## config.mk

```make
export PLATFORM = sky130hd
export DESIGN_NAME = boot_mem_arb
export DESIGN_NICKNAME = d
export VERILOG_FILES = /design/src/rtl/boot_mem_arb.sv
export SDC_FILE = /design/constraint.sdc
export NUM_CORES = 1
export LEC_CHECK = 0
export CAP_MARGIN = 5
export CORE_AREA = 2 2 104 106
export DETAILED_ROUTE_END_ITERATION = 6
export DIE_AREA = 0 0 106 108
export PLACE_DENSITY_LB_ADDON = 0.3
export SLEW_MARGIN = 20
export SYNTH_ARGS = -nofsm -noshare
export SYNTH_HDL_FRONTEND = slang
export SYNTH_SLANG_ARGS = --single-unit
```

## constraint.sdc

```tcl
create_clock -name clk_i -period 3.6 [get_ports clk_i]
set_input_delay 0.72 -clock clk_i [delete_from_list [all_inputs] [get_ports clk_i]]
set_output_delay 0.72 -clock clk_i [all_outputs]
set_load 0.02 [all_outputs]
```

## src/rtl/boot_mem_arb.sv

```systemverilog
// Program SRAM arbiter between the SPI loader and core instruction fetch, plus the LOAD/ARMED/RUN boot sequencer.
// Optional: define BOOT_MEM_ARB_WRITE_PROTECT_EN to refuse SPI writes into the SRAM while the core is running.
module boot_mem_arb #(
  parameter logic [31:0] BASE_ADDR  = 32'h0000_0080,
  parameter int          DEPTH      = 256,
  parameter logic [31:0] END_MARKER = 32'h0000_0fff,
  parameter int          MAX_WAIT   = 4
) (
  input  logic                     clk_i,
  input  logic                     rst_i,
  input  logic                     boot_en_i,
  input  logic                     spi_req_i,
  input  logic                     spi_we_i,
  input  logic [31:0]              spi_addr_i,
  input  logic [31:0]              spi_wdata_i,
  output logic                     spi_gnt_o,
  output logic                     spi_rvalid_o,
  output logic [31:0]              spi_rdata_o,
  input  logic                     if_req_i,
  input  logic [31:0]              if_addr_i,
  output logic                     if_gnt_o,
  output logic                     if_rvalid_o,
  output logic [31:0]              if_rdata_o,
  output logic                     mem_req_o,
  output logic                     mem_we_o,
  output logic [$clog2(DEPTH)-1:0] mem_addr_o,
  output logic [31:0]              mem_wdata_o,
  input  logic [31:0]              mem_rdata_i,
  output logic                     fetch_enable_o,
  output logic [15:0]              load_count_o,
  output logic [1:0]               state_o,
  output logic                     err_o
);
  localparam int          AW    = $clog2(DEPTH);
  localparam logic [32:0] LIMIT = {1'b0, BASE_ADDR} + 33'(DEPTH) * 33'd4;
  localparam logic [31:0] BAD_DATA = 32'hDEAD_BEEF;

  typedef enum logic [1:0] {LOAD = 2'b00, ARMED = 2'b01, RUN = 2'b10} state_t;

  state_t          state, next_state;
  logic [3:0]      wait_cnt;
  logic [15:0]     load_count;
  logic            fetch_enable, err;
  logic            spi_rv, if_rv, rsp_oor;
  logic            spi_gnt, if_gnt;
  logic            spi_in_range, if_in_range, spi_wr_blocked;
  logic [AW-1:0]   spi_idx, if_idx;
  logic            spi_load_write, marker_write;

  assign spi_in_range = (spi_addr_i >= BASE_ADDR) && ({1'b0, spi_addr_i} < LIMIT);
  assign if_in_range  = (if_addr_i >= BASE_ADDR) && ({1'b0, if_addr_i} < LIMIT);
  assign spi_idx      = AW'((spi_addr_i - BASE_ADDR) >> 2);
  assign if_idx       = AW'((if_addr_i - BASE_ADDR) >> 2);

`ifdef BOOT_MEM_ARB_WRITE_PROTECT_EN
  assign spi_wr_blocked = (state == RUN) && spi_we_i;
`else
  assign spi_wr_blocked = 1'b0;
`endif

  assign spi_load_write = spi_gnt && spi_we_i && spi_in_range;
  assign marker_write   = spi_load_write && (spi_wdata_i == END_MARKER);

  always_ff @(posedge clk_i) begin
    if (rst_i) state <= LOAD;
    else       state <= next_state;
  end

  always_comb begin
    next_state = state;
    case (state)
      LOAD:    if (marker_write) next_state = ARMED;
      ARMED:   if (boot_en_i)    next_state = RUN;
      RUN:     if (!boot_en_i)   next_state = LOAD;
      default: next_state = LOAD;
    endcase
  end

  // Fetch wins in RUN unless SPI has already been starved for MAX_WAIT cycles.
  always_comb begin
    spi_gnt     = 1'b0;
    if_gnt      = 1'b0;
    mem_req_o   = 1'b0;
    mem_we_o    = 1'b0;
    mem_addr_o  = '0;
    mem_wdata_o = '0;
    if (state != RUN) begin
      spi_gnt = spi_req_i;
    end else if (spi_req_i && (!if_req_i || wait_cnt == 4'(MAX_WAIT))) begin
      spi_gnt = 1'b1;
    end else begin
      if_gnt = if_req_i;
    end
    if (spi_gnt && spi_in_range && !spi_wr_blocked) begin
      mem_req_o   = 1'b1;
      mem_we_o    = spi_we_i;
      mem_addr_o  = spi_idx;
      mem_wdata_o = spi_we_i ? spi_wdata_i : 32'h0;
    end else if (if_gnt && if_in_range) begin
      mem_req_o  = 1'b1;
      mem_addr_o = if_idx;
    end
  end

  always_ff @(posedge clk_i) begin
    if (rst_i) begin
      wait_cnt     <= '0;
      load_count   <= '0;
      fetch_enable <= 1'b0;
      err          <= 1'b0;
      spi_rv       <= 1'b0;
      if_rv        <= 1'b0;
      rsp_oor      <= 1'b0;
    end else begin
      fetch_enable <= (next_state == RUN);
      if (state == RUN && spi_req_i && !spi_gnt) wait_cnt <= wait_cnt + 4'd1;
      else                                       wait_cnt <= '0;
      if (state == RUN && next_state == LOAD)
        load_count <= '0;
      else if (state != RUN && spi_load_write && load_count != 16'hFFFF)
        load_count <= load_count + 16'd1;
      if ((spi_gnt && (!spi_in_range || spi_wr_blocked)) || (if_gnt && !if_in_range))
        err <= 1'b1;
      spi_rv  <= spi_gnt && !spi_we_i;
      if_rv   <= if_gnt;
      rsp_oor <= spi_gnt ? !spi_in_range : !if_in_range;
    end
  end

  assign spi_gnt_o      = spi_gnt;
  assign if_gnt_o       = if_gnt;
  assign spi_rvalid_o   = spi_rv;
  assign if_rvalid_o    = if_rv;
  assign spi_rdata_o    = spi_rv ? (rsp_oor ? BAD_DATA : mem_rdata_i) : 32'h0;
  assign if_rdata_o     = if_rv  ? (rsp_oor ? BAD_DATA : mem_rdata_i) : 32'h0;
  assign fetch_enable_o = fetch_enable;
  assign load_count_o   = load_count;
  assign state_o        = state;
  assign err_o          = err;
endmodule

```

==> results of run 1 <==
-- metrics by stage --
step	std cells	cell area, sq um	util (%)
finish	726	5340	52.2
global route	726	5340	52.2
CTS	719	5250	51.3
detailed placement	713	5240	51.2
global placement	713	5240	51.2
floorplan	328	2440	-
-- routing by layer --
layer	share of wire [%]	GRT usage [%]	up-vias
met1	38	20.5	1640
li1	-	-	1762
met5	0	0	-
met2	52	34.5	191
met4	1.6	4.04	0
met3	8.9	4.16	20
-- final cells by class --
cell class / instances / area (sq um)
Fill cell: 981 / 4890
Timing Repair Buffer: 284 / 2750
Multi-Input combinational cell: 265 / 1800
Sequential cell: 27 / 541
Tap cell: 136 / 170
Clock buffer: 3 / 41.3
Inverter: 10 / 37.5
Clock inverter: 1 / 7.51
-- cells in the final DEF, fill, tap and decap left out, drive strengths merged, types with 11 or more instances in the layout --
cell type	synthesis	layout
and3	34	34
and2	18	18
dlygate4sd2	0	14
clkdlybuf4s50	0	211
a21oi	11	11
or4	12	12
o21a	48	48
nand2	16	16
buf	4	43
nor2	15	15
nor4	17	17
dfxtp	27	27
-- sequential cells by signal, summed over array words and instances, names as in the netlist --
| signal | flops |
|---|---|
| err_o | 1 |
| fetch_enable_o | 1 |
| wait_cnt | 4 |
| rsp_oor | 1 |
| if_rvalid_o | 1 |
| state_o | 2 |
| spi_rvalid_o | 1 |
| load_count_o | 16 |
-- repair_timing --
action	in CTS	in global routing
setup endpoints to repair	42	40
gates resized for setup	110	31
buffers inserted	1	7
gates cloned	1	0
endpoints found under the hold margin	0	0
pin swaps	0	5
-- worst max-delay path, cell delays in order --
cell	delay (ns)
clkdlybuf4s50_1	0.44
or4_1	0.47
nand4_1	0.22
nor4b_4	0.08
buf_4	0.18
buf_16	0.13
buf_8	0.12
buf_6	0.12
and3_1	0.18
buf_6	0.13
-- power by group --
part	switching [uW]	internal [uW]
Sequential	1.14	300
Combinational	93.1	167
Clock	102	78.7
-- logic make-up after synthesis --
family          share of synthesized area, %
compound gates                          26.1
xor+xnor                                2.15
fa+ha+maj                               2.56
buf+inv                                 5.89
flops                                   22.1
mux                                     1.23
simple gates                            40.0
-- path summary, 6_finish.rpt --
kind            startpoint               to  slack, ns  cells past startpoint
min            wait_cnt[0]      wait_cnt[0]       0.47                      1
max          spi_addr_i[9]  mem_wdata_o[20]       0.08                     10
min reg2reg    wait_cnt[0]      wait_cnt[0]       0.47                      1
max reg2reg    wait_cnt[0]          rsp_oor       1.08                     13
==> flow_summary.ini, run 1 <==
[routing]
drtPass1Iterations = 6
drt_wl_total_um = 11300
via_per_inst = 4.98
drt_iter0_drc = 158
postRouteAntennaNets = 0
drc = 0
vias = 3613
wl_per_cell_um = 15.6

[global_route]
antenna_found_initial = 0
grt_pass1_wl_um = 17200
grt_use_total_pct = 18.1
grt_pass1_vias = 3523
grt_max_degree = 50
grt.overflow.total = 0

[synthesis]
ys_seq_area_share_pct = 22.1
yosysUniqueCellTypes = 45
synth.most_common_cell = o21a_1
synth-edff-count = 0
netlist_top_cells_area = dfxtp_1, o21a_1, and3_1
syn_inst = 328
async_reset_ff_share_pct = 0
ys.flop_type = dfxtp_1
synthesis.nets = 467
syn-cell-area_sq_um = 2440
synthTopCellsByCount = o21a_1, and3_1, dfxtp_1
synth.avg_cell_area_sq_um = 7.45
synth_top_area_share_pct = 22.1
yosys_warnings = 0
synth_top_area_cell = dfxtp_1
synth-seq-cells = 27

[sta]
holdWs_ns = 0.474
layout_min_cycle_time_ns = 3.52
fin_ws_ns = 0.0847
fin_tns_setup_ns = 0
maxSlewHeadroom_pct = 68.5
fin_skew_ns = 0.0120
worst_pin_slew_ns = 0.471
hold_violations = 0
grt_setup_unrepaired = false
final.period_utilization_pct = 97.6
setup_viol = 0
max_freq_mhz = 284
drv_slew = 0

[clock_tree]
path_clk_slew_ns = 0.09
clock_latency_ns = 0.28
cts-htree-levels = 1
cts_tree = yes
numCtsBuffers = 3
root_buffer = clkbuf_8
cts_hold_buf = 0
clock_sinks = 27
clock_path_buffers = 2

[floorplanning]
start_util_pct = 23.9
io_pins = 264
fp.dieW_um = 106
dieArea_sq_um = 11400
core_area_sq_um = 10200
die_h_um = 108
num_rows = 37

[pwr]
power_density_nw_per_um2 = 139
ir_worst_vdd_mv = 0.141
leakage_uw = 0.00215
finalPower_uw = 742

[run_status]
status = finished clean

[critical_path]
cp_max_fo = 6
cp.required_ns = 2.88
cp.arrival_ns = 2.80
start_kind = input port
endpoint_kind = output pin
crit_type = input port to output pin

[cells_and_area]
final_nets = 730
drive_above_1_share_pct = 11.2
antenna_cells = 0
syn_to_final_growth_pct = 118

[placement]
routabilityCongestion = 0.823
io_buffers = 259
dpl_worst_slack_ns = -0.360
place_hpwl_um = 8900

[job]
maxCapViolations = 0

[worst_hold_path]
hold_class = flop to flop
Note: power is estimated with default switching activity, not from simulation.
==> inputs of run 2 (changes only) <==
- CORE_AREA: 2 2 104 106 -> 2 2 103 105
- DIE_AREA: 0 0 106 108 -> 0 0 105 107
- PLACE_DENSITY: not set -> 0.73
- PLACE_DENSITY_LB_ADDON: 0.3 -> not set
- clock period: 3.6 -> 2.85 ns (I/O delays scaled with it)
==> flow_summary.ini, run 2 (same netlist as run 1, synthesis figures left out) <==
[pwr]
combPwrFrac_pct = 36.2
p_sw_share_pct = 28.3
intPower_uw = 698
p_clk_share_pct = 24.6
ir_worst_vdd_mv = 0.162
p_sw_uw = 275
leakage_uw = 0.00229
seqPwrFrac_pct = 39.2
power_density_nw_per_um2 = 164

[clock_tree]
cts_hold_buf = 0
cts-htree-levels = 1
path_clk_slew_ns = 0.11
clock_path_buffers = 2
clock_latency_ns = 0.29
clock_sinks = 27
cts_tree = yes
root_buffer = clkbuf_8
numCtsBuffers = 3

[routing]
drt_iter0_drc = 172
drtPass1Iterations = 4
wl_per_cell_um = 17.9
drc = 0
drt_wl_total_um = 13300
postRouteAntennaNets = 0
via_per_inst = 5.12
vias = 3813

[sta]
worst_pin_slew_ns = 0.443
grt_setup_unrepaired = true
setup_viol = 35
drv_slew = 0
fin_ws_ns = -0.129
fin_skew_ns = 0.0120
final.period_utilization_pct = 105
maxSlewHeadroom_pct = 70.4
hold_violations = 0
max_freq_mhz = 336
layout_min_cycle_time_ns = 2.98

[cells_and_area]
final_nets = 748
final_common_cell = clkdlybuf4s50_1
largest_register_ffs = 16
finalNonFillerCells = 745
fin_area_sq_um = 5950
fill_cells = 859
syn_to_final_growth_pct = 143
drive_above_1_share_pct = 24.7
mostFrequentLayoutCells = clkdlybuf4s50_1, o21a_1, buf_6, buf_4

[floorplanning]
dieArea_sq_um = 11200
fp.dieW_um = 105
start_util_pct = 24.2
io_pins = 264
core_area_sq_um = 10100
die_h_um = 107
num_rows = 37

[global_route]
grt_max_degree = 51
grt_use_total_pct = 22.2
grt_pass1_wl_um = 20100
grt_pass1_vias = 3901
antenna_found_initial = 2
grt.overflow.total = 0

[critical_path]
cp_slowest_cell = or4_4
crit_type = input port to output pin
cp_slowest_stage_delay_ns = 0.53
crit_path_cell_trace = buf_6 > or4_4 > nor4_4 > nor4b_4 > buf_6 > buf_12 > buf_12 > buf_6 > and3_4 > buf_6
start_kind = input port
endpoint_kind = output pin
crit_top_cell = buf_6
cp_max_fo = 5
cp.arrival_ns = 2.41
cp.required_ns = 2.28

[placement]
place_inst = 722
io_buffers = 259
place_hpwl_um = 10200
place_area_sq_um = 5330
routabilityCongestion = 0.911

[run_status]
violations = negative setup slack
status = complete, but fails checks

[worst_hold_path]
hold_class = flop to flop

[job]
maxCapViolations = 0
==> run 2: cell type report <==
| cell class | instances | area (sq um) | area share [%] |
|---|---|---|---|
| timing repair buffer | 302 | 3130 | 52.6 |
| multi-input combinational | 265 | 2020 | 33.9 |
| sequential | 27 | 541 | 9.09 |
| tap | 136 | 170 | 2.86 |
| clock buffer | 3 | 41.3 | 0.694 |
| inverter | 10 | 37.5 | 0.631 |
| clock inverter | 1 | 8.76 | 0.147 |
| antenna | 1 | 2.50 | 0.0421 |
==> run 2: routing by layer <==
metal	track usage (%)	vias to the layer above	wire, um
met5	0	-	11
met1	22.9	1754	4770
met2	42.9	228	6860
met4	9.14	2	476
met3	5.11	31	1230
li1	-	1798	-
==> run 2: stage by stage <==
stage | setup WS (ns) | TNS, ns | hold WS [ns] | utilization (%) | total power [uW]
3_5_place_dp | -0.820 | -33.93 | 0.484 | 52.8 | 734
3_3_place_gp | -0.836 | -33.18 | 0.470 | 52.8 | 731
2_1_floorplan | 0.00808 | 0 | 0.430 | - | 472
5_1_grt | -0.189 | -4.46 | 0.528 | 58.9 | 1020
4_1_cts | -0.263 | -7.34 | 0.511 | 58.4 | 978
6_report | -0.129 | -2.14 | 0.509 | 58.9 | 973
==> run 2: timing repair <==
item | 4_1_cts | 5_1_grt
setup endpoints to repair | 43 | 42
setup buffers | 14 | 2
resized for setup | 312 | 40
gates cloned | 6 | 0
pin swaps | 13 | 14
==> run 2: critical path, delay by kind of cell <==
| kind | cells | cell delay, ns |
|---|---|---|
| buffers and inverters | 6 | 0.69 |
| and+or+nand+nor | 4 | 1.14 |
==> run 2: power groups by stage <==
stage	Combinational (uW)	Sequential (uW)	Clock [uW]
final	353	381	240
after global routing	372	381	263
after CTS	348	381	249
after detailed placement	344	390	0
after global placement	341	390	0
after floorplan	80.2	391	0
==> run 2: worst paths after layout <==
path | from | endpoint | slack (ns) | depth (start not counted)
max | spi_addr_i[15] | mem_wdata_o[17] | -0.13 | 10
min | load_count_o[9] | load_count_o[9] | 0.51 | 2
max reg2reg | wait_cnt[1] | state_o[0] | 0.86 | 11
min reg2reg | load_count_o[9] | load_count_o[9] | 0.51 | 2
